<file path="config.mk">
export PLATFORM = sky130hd
export DESIGN_NAME = addsub_serial_flat
export DESIGN_NICKNAME = d
export VERILOG_FILES = /design/src/rtl/addsub_serial_if.sv /design/src/rtl/addsub_serial.sv /design/src/flat_wrapper.sv
export SDC_FILE = /design/constraint.sdc
export NUM_CORES = 1
export LEC_CHECK = 0
export ABC_CLOCK_PERIOD_IN_PS = 4000
export CAP_MARGIN = 0
export CORE_ASPECT_RATIO = 0.9
export CORE_MARGIN = 3
export CORE_UTILIZATION = 40
export CTS_CLUSTER_DIAMETER = 40
export DETAILED_ROUTE_END_ITERATION = 6
export GPL_TIMING_DRIVEN = 0
export PLACE_DENSITY = 0.65
export SYNTH_ARGS = -nofsm -noshare
export SYNTH_HDL_FRONTEND = slang
export SYNTH_SLANG_ARGS = --single-unit
export TNS_END_PERCENT = 5
</file>
<file path="constraint.sdc">
create_clock -name clk -period 4 [get_ports clk]
set_input_delay 0.6 -clock clk [delete_from_list [all_inputs] [get_ports clk]]
set_output_delay 0.6 -clock clk [all_outputs]
set_load 0.02 [all_outputs]
</file>
<file path="src/rtl/addsub_serial_if.sv">
// Request/result bundle for the digit-serial adder/subtractor.
//
// Handshake: the master raises start with mode/a/b/ci valid; the request is
// taken on the first rising edge where start=1 and busy=0 (busy is the
// inverse of ready). Operands are only sampled on that edge. done pulses for
// exactly one cycle when s/co/ov/zf hold the new result; those outputs then
// stay stable until the next completion.
interface addsub_serial_if #(
  parameter int WIDTH = 8
);
  logic             start;
  logic             mode;
  logic [WIDTH-1:0] a;
  logic [WIDTH-1:0] b;
  logic             ci;
  logic             busy;
  logic             done;
  logic [WIDTH-1:0] s;
  logic             co;
  logic             ov;
  logic             zf;

  modport master (
    output start, mode, a, b, ci,
    input  busy, done, s, co, ov, zf
  );

  modport slave (
    input  start, mode, a, b, ci,
    output busy, done, s, co, ov, zf
  );
endinterface

</file>
<file path="src/rtl/addsub_serial.sv">
// Digit-serial two's-complement adder/subtractor. Consumes DIGIT bits of each
// operand per cycle, LSB first, and completes in WIDTH/DIGIT RUN cycles.
// Subtraction is done as a + ~b + ci, so ci=1 / co=1 mean "no borrow".
module addsub_serial #(
  parameter int WIDTH = 8,
  parameter int DIGIT = 2
) (
  input  logic           clk,
  input  logic           rst_n,
  addsub_serial_if.slave bus,
  output logic           dbg_state_o
);
  localparam int N  = WIDTH / DIGIT;
  localparam int CW = (N > 1) ? $clog2(N) : 1;

  typedef enum logic {
    IDLE = 1'b0,
    RUN  = 1'b1
  } state_t;

  state_t           state_q;
  logic [WIDTH-1:0] opa_q;
  logic [WIDTH-1:0] opb_q;
  logic [WIDTH-1:0] acc_q;
  logic [WIDTH-1:0] s_q;
  logic [CW-1:0]    cnt_q;
  logic             carry_q;
  logic             msba_q;
  logic             msbb_q;
  logic             busy_q;
  logic             done_q;
  logic             co_q;
  logic             ov_q;
  logic             zf_q;

  logic [DIGIT:0]         sum_d;
  logic [WIDTH+DIGIT-1:0] cat_d;
  logic [WIDTH-1:0]       acc_d;
  logic                   last_d;

  // One digit slice of the ripple adder plus the result shift-in. The new
  // digit enters at the top so after N shifts the LSB digit sits at bit 0.
  always_comb begin
    sum_d  = {1'b0, opa_q[DIGIT-1:0]} + {1'b0, opb_q[DIGIT-1:0]}
           + {{DIGIT{1'b0}}, carry_q};
    cat_d  = {sum_d[DIGIT-1:0], acc_q};
    acc_d  = cat_d[WIDTH+DIGIT-1:DIGIT];
    last_d = (cnt_q == CW'(N - 1));
  end

  // Control FSM and datapath registers; all outputs are registered.
  always_ff @(posedge clk or negedge rst_n) begin
    if (!rst_n) begin
      state_q <= IDLE;
      opa_q   <= '0;
      opb_q   <= '0;
      acc_q   <= '0;
      s_q     <= '0;
      cnt_q   <= '0;
      carry_q <= 1'b0;
      msba_q  <= 1'b0;
      msbb_q  <= 1'b0;
      busy_q  <= 1'b0;
      done_q  <= 1'b0;
      co_q    <= 1'b0;
      ov_q    <= 1'b0;
      zf_q    <= 1'b0;
    end else begin
      done_q <= 1'b0;
      case (state_q)
        IDLE: begin
          if (bus.start) begin
            opa_q   <= bus.a;
            opb_q   <= bus.mode ? ~bus.b : bus.b;
            carry_q <= bus.ci;
            cnt_q   <= '0;
            msba_q  <= bus.a[WIDTH-1];
            msbb_q  <= bus.mode ? ~bus.b[WIDTH-1] : bus.b[WIDTH-1];
            busy_q  <= 1'b1;
            state_q <= RUN;
          end
        end
        RUN: begin
          acc_q   <= acc_d;
          opa_q   <= opa_q >> DIGIT;
          opb_q   <= opb_q >> DIGIT;
          carry_q <= sum_d[DIGIT];
          cnt_q   <= cnt_q + CW'(1);
          if (last_d) begin
            s_q     <= acc_d;
            co_q    <= sum_d[DIGIT];
            // Overflow: operands share a sign the result does not.
            ov_q    <= (msba_q == msbb_q) && (acc_d[WIDTH-1] != msba_q);
            zf_q    <= (acc_d == '0);
            done_q  <= 1'b1;
            busy_q  <= 1'b0;
            state_q <= IDLE;
          end
        end
        default: state_q <= IDLE;
      endcase
    end
  end

  assign bus.busy    = busy_q;
  assign bus.done    = done_q;
  assign bus.s       = s_q;
  assign bus.co      = co_q;
  assign bus.ov      = ov_q;
  assign bus.zf      = zf_q;
  assign dbg_state_o = state_q;
endmodule
</file>
<file path="src/flat_wrapper.sv">
// flat-port wrapper written by rule: the top's interface ports become plain ports
module addsub_serial_flat 
#(
  parameter int WIDTH = 8,
  parameter int DIGIT = 2
)
  (clk, rst_n, dbg_state_o, bus_start, bus_mode, bus_a, bus_b, bus_ci, bus_busy, bus_done, bus_s, bus_co, bus_ov, bus_zf);
  addsub_serial_if #(.WIDTH(WIDTH)) bus_i ();
  input  logic clk;
  input  logic rst_n;
  output logic dbg_state_o;
  input wire logic [$bits(bus_i.start)-1:0] bus_start;
  input wire logic [$bits(bus_i.mode)-1:0] bus_mode;
  input wire logic [$bits(bus_i.a)-1:0] bus_a;
  input wire logic [$bits(bus_i.b)-1:0] bus_b;
  input wire logic [$bits(bus_i.ci)-1:0] bus_ci;
  output wire logic [$bits(bus_i.busy)-1:0] bus_busy;
  output wire logic [$bits(bus_i.done)-1:0] bus_done;
  output wire logic [$bits(bus_i.s)-1:0] bus_s;
  output wire logic [$bits(bus_i.co)-1:0] bus_co;
  output wire logic [$bits(bus_i.ov)-1:0] bus_ov;
  output wire logic [$bits(bus_i.zf)-1:0] bus_zf;
  assign bus_i.start = bus_start;
  assign bus_i.mode = bus_mode;
  assign bus_i.a = bus_a;
  assign bus_i.b = bus_b;
  assign bus_i.ci = bus_ci;
  assign bus_busy = bus_i.busy;
  assign bus_done = bus_i.done;
  assign bus_s = bus_i.s;
  assign bus_co = bus_i.co;
  assign bus_ov = bus_i.ov;
  assign bus_zf = bus_i.zf;
  addsub_serial #(.WIDTH(WIDTH), .DIGIT(DIGIT)) u_core (.clk(clk), .rst_n(rst_n), .bus(bus_i), .dbg_state_o(dbg_state_o));
endmodule
</file>
**Yosys cells after proc, flatten, opt, wreduce, memory -nomap -nowiden**

Index checks and enable logic that the tools add are counted.

- Flip-flop bits (word level): 43
- Input bits: 21
- Output and inout port bits: 14

- Add/sub/neg operators: 3
- Equality and inequality tests: 5
- Multiplexer cells: 18
- Bitwise gates (word level): 3
- Reductions and logical operators: 5

Operators with widths:

| cell | number |
|---|---|
| $pmux 8 s2 | 2 |
| $mux 8 | 3 |
| $logic_not 8->1 | 1 |
| $mux 1 | 8 |
| $not 8->8 | 1 |
| $pmux 1 s2 | 3 |
| $reduce_and 2->1 | 3 |
| $ne 2x2->1 const B | 2 |
| $pmux 2 s2 | 1 |
| $add 2x2->3 | 1 |
| $add 3x1->3 | 1 |
| $add 2x1->2 const B | 1 |
| $eq 2x2->1 const B | 1 |
| $mux 2 | 1 |
| $not 1->1 | 2 |
| $eq 1x1->1 | 1 |
| $logic_and 1x1->1 | 1 |
| $ne 1x1->1 | 1 |

**Logic depth before layout (Yosys ltp)**

Gate-level depths: netlist of run 1.

- Depth in word-level cells: 4
- Gate-level depth with buffers: 6
- Depth with buffers taken out: 6

**Worst setup path after synthesis of run 1**

OpenSTA, ideal clock, no wires.

- Path kind: register to register
- From: register u_core.carry_q
- To: register u_core.ov_q, in the netlist u_core.bus.ov
- Arrival time: 1796 ps
- Setup slack: 2122 ps
- Cell stages (with the launch flop): 6
- Buffers on the path: 0
- Path through: dfrtp_1 inv_1 fa_1 fa_1 or3_1 a31oi_1

- Longest elaborated chain between the ends: 3

Ends and longest elaborated chain:

| what | line | source |
|---|---|---|
| start, declared | addsub_serial.sv:27 | `logic carry_q;` |
| start signal, assigned | addsub_serial.sv:75 | `carry_q <= bus.ci;` |
| start signal, assigned | addsub_serial.sv:87 | `carry_q <= sum_d[DIGIT];` |
| $add 3x1->3 | addsub_serial.sv:45 | `+ {{DIGIT{1'b0}}, carry_q};` |
| $ne 1x1->1 | addsub_serial.sv:93 | `ov_q <= (msba_q == msbb_q) && (acc_d[WIDTH-1] != msba_q);` |
| $logic_and 1x1->1 | addsub_serial.sv:93 |  |
| end signal, assigned | addsub_serial.sv:93 |  |
| end, declared | addsub_serial.sv:33 | `logic ov_q;` |

No other way between the ends.
A chain may end at the register's enable or synchronous reset.

**Worst setup path after layout of run 1**

- From: register u_core.carry_q
- To: register u_core.zf_q, in the netlist u_core.bus.zf

- Longest elaborated chain between the ends: 2

Ends and longest elaborated chain:

| what | line | source |
|---|---|---|
| $add 3x1->3 | addsub_serial.sv:45 |  |
| $logic_not 8->1 | addsub_serial.sv:94 | `zf_q <= (acc_d == '0);` |
| end signal, assigned | addsub_serial.sv:94 |  |
| end, declared | addsub_serial.sv:34 | `logic zf_q;` |

No other way between the ends.

==> impl_metrics.csv, run 1 <==
group,metric,value,unit
status,status,"finished clean",
floorplan,rows,22,
global_route,grt_antenna_before_repair,0,
synth,yosysWarningCount,0,
clock_network,cts_tree,"built",
layout,area_growth,27.0,%
power,power_density,741,mW/mm^2
timing,fin_tns_setup,0,ps
placement,detailedPlacementHpwl,2610,microns
synth,yosysSeqAreaShare,54.7,%
layout,num_antenna_cells,0,
layout,final_common_cell,"dfrtp_1",
timing,fin_skew,10.1,ps
layout,most-common-layout-cells,"dfrtp_1 (41), clkdlybuf4s50_1 (31), nand2_1 (19), o21ai_1 (18), mux2i_1 (16)",
power,p_total,1760,uW
clock_network,cts.repair.resized,0,
route,route.detailed.vias_per_inst,4.82,
route,postRouteWirelength,3570,microns
timing,max_freq,0.461,GHz
clock_network,ctsRootBufferMaster,"clkbuf_8",
clock_network,postCtsSetupBuffers,0,
synth,post_synth_cell_types,31,
power,power_leakage,0.00108,uW
timing,timing.final.crit_period,2170,ps
floorplan,dieHeight,71.0,microns
floorplan,design.core.area,0.00429,sq mm
global_route,overflow,0,
worst_setup_path,max_fanout_on_critical_path,5,
global_route,largest_net_degree_at_the_start_of_global_routing,42,
job,maxCapViolCount,0,
timing,report.final.hold_viol_count,0,
layout,final_layout_size_suffix_gt1_share,13.1,%
timing,tightestPinTransition,877,ps
floorplan,floorplan.die_area,0.00555,sq mm
timing,slew_headroom,41.5,%
route,drtPass1Iterations,4,
clock_network,cts.clk_slew.worst_paths,80,ps
clock_network,cts_num_sinks,41,
layout,final_util,55.5,%
clock_network,hold_buffers,0,
power,worst_ir_drop_vdd,0.000375,V
synth,number_of_instances_in_the_synthesized_netlist,158,
layout,final_cells,258,
clock_network,clock_tree.htree_level_count,2,
global_route,grt_util_all_layers,14.6,%
clock_network,clk_path_buf_depth,2,
global_route,grt_first_pass_wirelength,6340,microns
timing,finalCritPeriodShare,54.2,%
synth,yosys_register_bits,41,
synth,async_flop_share,100,%
synth,synthesis.area,0.00188,sq mm
route,routed-via-count,1243,
worst_setup_path,critPathArrivalTime,2400,ps
floorplan,dieWidth,78.2,microns
route,post-route-drc-count,0,
synth,mean_post_synth_cell_area,11.9,sq um
floorplan,io_pins,35,
timing,final.hold.worst_slack,420,ps
timing,unrepaired_setup_endpoints_after_global_routing,"no",
worst_hold_path,timing.hold.worst.class,"input port to async pin",
placement,placed_cells_incl_taps,250,
synth,synth_ff_type,"dfrtp_1",
timing,final_max_slew_viol_count,0,
clock_network,clk_latency,300,ps
clock_network,cts-buffers-inserted,5,
worst_setup_path,worstSetupPathType,"flop to flop",
worst_setup_path,setup.worst_path.end_class,"flop",
route,antenna_left,0,
timing,setup_violations,0,
layout,fill_cells,392,
synth,synth.net_count,182,
floorplan,start_util,43.7,%
global_route,first_global_vias,1320,
worst_setup_path,worst_ep_required_time,4230,ps
layout,final_nets,221,
synth,synth_edf_count,0,
route,iteration_0_drc_markers,65,
placement,gpl.final_weighted_congestion,0.748,
worst_setup_path,critical_path.startpoint_type,"flop",
placement,count_of_input_and_output_buffers,32,
route,post_drt_wl_per_cell,13.8,microns
-- per-layer routing --
metal  wire length, microns  up-vias  track usage [%]
met5                      0        -                0
met4                     70        0             6.41
met3                    126        7             4.20
met2                   1620       27             22.4
met1                   1750      600             19.2
li1                       -      609                -
-- registers in the layout, indices dropped and copies added (netlist names) --
signal and count:
u_core.bus.s 8, u_core.opa_q 8, u_core.opb_q 8, u_core.acc_q 6, u_core.cnt_q 2, u_core.bus.busy 1
u_core.bus.co 1, u_core.bus.done 1, u_core.bus.ov 1, u_core.bus.zf 1, u_core.carry_q 1, u_core.dbg_state_o 1
u_core.msba_q 1, u_core.msbb_q 1
-- logic make-up (layout without fill, tap and decap cells) --
logic type	after synthesis	after routing	share of synthesized area, %
flops	41	41	54.7
simple gates	35	35	8.94
compound gates	27	27	8.47
mux	26	26	15.1
buf+inv	18	58	6.20
xor+xnor	8	8	3.74
fa+ha+maj	3	3	2.80
-- final cells by class --
class	count	area, sq um	share of cell area [%]
flip-flops and latches	41	1030	43.1
multi-input cells	99	733	30.8
repair buffers	32	315	13.2
clock buffers	7	86.3	3.62
plain buffers	10	86.3	3.62
well taps	60	75.1	3.15
clock inverters	1	30.0	1.26
inverters	8	30.0	1.26
-- worst max-delay path, stage by stage (launching register included) --
cell	delay [ps]
dfrtp_1	360
inv_1	60
fa_1	430
fa_1	650
nor4b_1	370
nand2_1	110
o21ai_1	120
-- final timing paths --
| check | from | to | slack [ps] | depth (start not counted) |
|---|---|---|---|---|
| hold reg to reg | u_core.opb_q[4]$_DFFE_PN0P_ | u_core.opb_q[2]$_DFFE_PN0P_ | 490 | 2 |
| max in group asynchronous | rst_n | u_core.cnt_q[1]$_DFFE_PN0P_ | 3030 | 1 |
| setup / recovery | u_core.carry_q$_DFFE_PN0P_ | u_core.bus.zf$_DFFE_PN0P_ | 1830 | 6 |
| min in group clk | u_core.opb_q[4]$_DFFE_PN0P_ | u_core.opb_q[2]$_DFFE_PN0P_ | 490 | 2 |
| hold / removal | rst_n | u_core.bus.s[0]$_DFFE_PN0P_ | 420 | 1 |
| setup reg to reg | u_core.carry_q$_DFFE_PN0P_ | u_core.bus.zf$_DFFE_PN0P_ | 1830 | 6 |
-- synth_stat cells (2+ instances only) --
| library cell | n | area [sq um] |
|---|---|---|
| xor2_1 | 6 | 52.6 |
| inv_1 | 8 | 30.0 |
| a211oi_2 | 2 | 25.0 |
| xnor2_1 | 2 | 17.5 |
| mux2_4 | 3 | 45.0 |
| a21oi_1 | 3 | 15.0 |
| mux2_1 | 5 | 56.3 |
| o21ai_1 | 18 | 90.1 |
| fa_1 | 2 | 40.0 |
| nor4b_1 | 2 | 17.5 |
| nor2_1 | 8 | 30.0 |
| buf_2 | 3 | 15.0 |
| buf_6 | 4 | 45.0 |
| mux2_2 | 2 | 22.5 |
| dfrtp_1 | 41 | 1030 |
| mux2i_1 | 16 | 160 |
| nand2_1 | 19 | 71.3 |
-- metrics by stage --
step | instance area (sq um) | setup WS, ps
after detailed placement | 2270 | 1890
after global routing | 2380 | 1800
after floorplan | 1880 | 2120
final | 2380 | 1830
after global placement | 2270 | 1360
after CTS | 2380 | 1850
-- power by group --
part	switching (uW)	total (uW)	internal [uW]
combinational	370	727	357
clock	138	342	203
sequential	106	696	590
Power figures use the tool's default switching activity.
==> run 2: changes to the inputs <==
ABC_CLOCK_PERIOD_IN_PS = 2100   (was 4000)
clock period = 2.1 ns   (was 4 ns; I/O delays follow)
==> impl_metrics.csv, run 2 (synthesized netlist as in run 1, its figures left out) <==
group,metric,value,unit
worst_hold_path,timing.hold.worst.class,"input port to async pin",
layout,num_antenna_cells,0,
global_route,grt_util_all_layers,14.6,%
timing,timing.final.crit_period,2010,ps
layout,final_common_cell,"dfrtp_1",
layout,final_layout_size_suffix_gt1_share,14.1,%
worst_setup_path,setup.worst_path.end_class,"flop",
clock_network,postCtsSetupBuffers,0,
clock_network,ctsRootBufferMaster,"clkbuf_8",
timing,report.final.hold_viol_count,0,
worst_setup_path,worstSetupPathType,"flop to flop",
floorplan,dieWidth,78.2,microns
global_route,grt_antenna_before_repair,0,
layout,fill_cells,390,
route,iteration_0_drc_markers,68,
clock_network,clock_tree.htree_level_count,2,
clock_network,cts_tree,"built",
job,maxCapViolCount,0,
placement,placedInstanceArea,0.00227,sq mm
floorplan,dieHeight,71.0,microns
worst_setup_path,reg2reg_to,"u_core.bus.ov$_DFFE_PN0P_",
worst_setup_path,critical_path.reg2reg.startpoint,"u_core.carry_q$_DFFE_PN0P_",
clock_network,hold_buffers,0,
timing,slew_headroom,41.3,%
timing,unrepaired_setup_endpoints_after_global_routing,"no",
timing,finalCritPeriodShare,95.8,%
layout,final_nets,221,
timing,fin_skew,9.36,ps
timing,finalWorstSetupSlack,87.7,ps
worst_setup_path,worstRegToRegCells,5,
clock_network,cts.repair.resized,2,
clock_network,cts-buffers-inserted,5,
power,power_density,1410,mW/mm^2
layout,multiInputGateArea,742,sq um
status,status,"finished clean",
layout,seqCellArea,0.00103,sq mm
timing,final.hold.worst_slack,137,ps
global_route,largest_net_degree_at_the_start_of_global_routing,42,
placement,pre_cts_ws,-13.7,ps
timing,setup_violations,0,
layout,final_util,55.7,%
placement,detailedPlacementHpwl,2610,microns
global_route,first_global_vias,1315,
power,power_leakage,0.00109,uW
placement,gpl.final_weighted_congestion,0.748,
layout,area_growth,27.5,%
floorplan,floorplan.die_area,0.00555,sq mm
floorplan,io_pins,35,
timing,tightestPinTransition,881,ps
floorplan,design.core.area,0.00429,sq mm
clock_network,clk_path_buf_depth,2,
route,post_drt_wl_per_cell,13.9,microns
floorplan,start_util,43.7,%
route,routed-via-count,1233,
layout,most-common-layout-cells,"dfrtp_1 (41), clkdlybuf4s50_1 (31), nand2_1 (19), o21ai_1 (18), mux2i_1 (16)",
route,route.detailed.vias_per_inst,4.78,
worst_setup_path,critPathArrivalTime,2220,ps
global_route,grt_first_pass_wirelength,6370,microns
timing,final_max_slew_viol_count,0,
clock_network,clk_latency,290,ps
route,post-route-drc-count,0,
worst_setup_path,worst_ep_required_time,2310,ps
worst_setup_path,reg2reg_setup_slack,90,ps
power,worst_ir_drop_vdd,0.000713,V
worst_setup_path,critical_path.startpoint_type,"flop",
clock_network,cts_num_sinks,41,
floorplan,rows,22,
route,drtPass1Iterations,4,
timing,max_freq,0.497,GHz
global_route,overflow,0,
clock_network,cts.clk_slew.worst_paths,80,ps
route,postRouteWirelength,3580,microns
layout,final_area,0.00239,sq mm
route,antenna_left,0,
worst_setup_path,max_fanout_on_critical_path,5,
placement,count_of_input_and_output_buffers,32,
==> run 2: cell counts in the layout (fill, tap and decap cells not counted) <==
Identical to the previous run, type by type.
==> run 2: per-stage QoR <==
step	TNS (ps)	power, uW	instances
after floorplan	0	2200	158
after global placement	-10240	2680	250
after detailed placement	-13.7	2740	250
after CTS	0	3410	258
after global routing	0	3610	258
final	0	3380	258
==> run 2: worst max-delay path by stage <==
stage | from | endpoint | slack (ps)
5_1_grt | u_core.carry_q$_DFFE_PN0P_ | u_core.bus.ov$_DFFE_PN0P_ | 0.7
2_1_floorplan | u_core.carry_q$_DFFE_PN0P_ | u_core.bus.ov$_DFFE_PN0P_ | 220
6_report | u_core.carry_q$_DFFE_PN0P_ | u_core.bus.ov$_DFFE_PN0P_ | 90
3_5_place_dp | u_core.carry_q$_DFFE_PN0P_ | u_core.bus.zf$_DFFE_PN0P_ | -10
4_1_cts | u_core.carry_q$_DFFE_PN0P_ | u_core.bus.ov$_DFFE_PN0P_ | 70
3_3_place_gp | rst_n | u_core.opa_q[2]$_DFFE_PN0P_ | -250
==> run 2: report_power, final <==
group	switching [uW]	total, uW	internal, uW
clock network	264	652	388
logic	706	1400	694
registers	204	1330	1120
total	1170	3380	2210
==> run 2: cell type report <==
| type | instances | share of cell area, % |
|---|---|---|
| Buffer | 10 | 3.61 |
| Inverter | 8 | 1.26 |
| Tap cell | 60 | 3.14 |
| Clock buffer | 7 | 3.61 |
| Timing Repair Buffer | 32 | 13.2 |
| Multi-Input combinational cell | 99 | 31.0 |
| Clock inverter | 1 | 1.26 |
| Sequential cell | 41 | 42.9 |
==> run 2: per-layer routing <==
metal	vias up	share of wire [%]	global-route usage [%]
met5	-	0	0
met4	0	1.3	6.41
met3	4	3.6	4.20
met2	24	46	22.5
met1	599	49	19.3
li1	606	-	-
==> run 2: critical path, stage by stage, from the launching register on <==
cell	delay, ps
dfrtp_1	350
inv_1	60
fa_1	430
fa_2	510
or3_1	390
a31oi_1	180
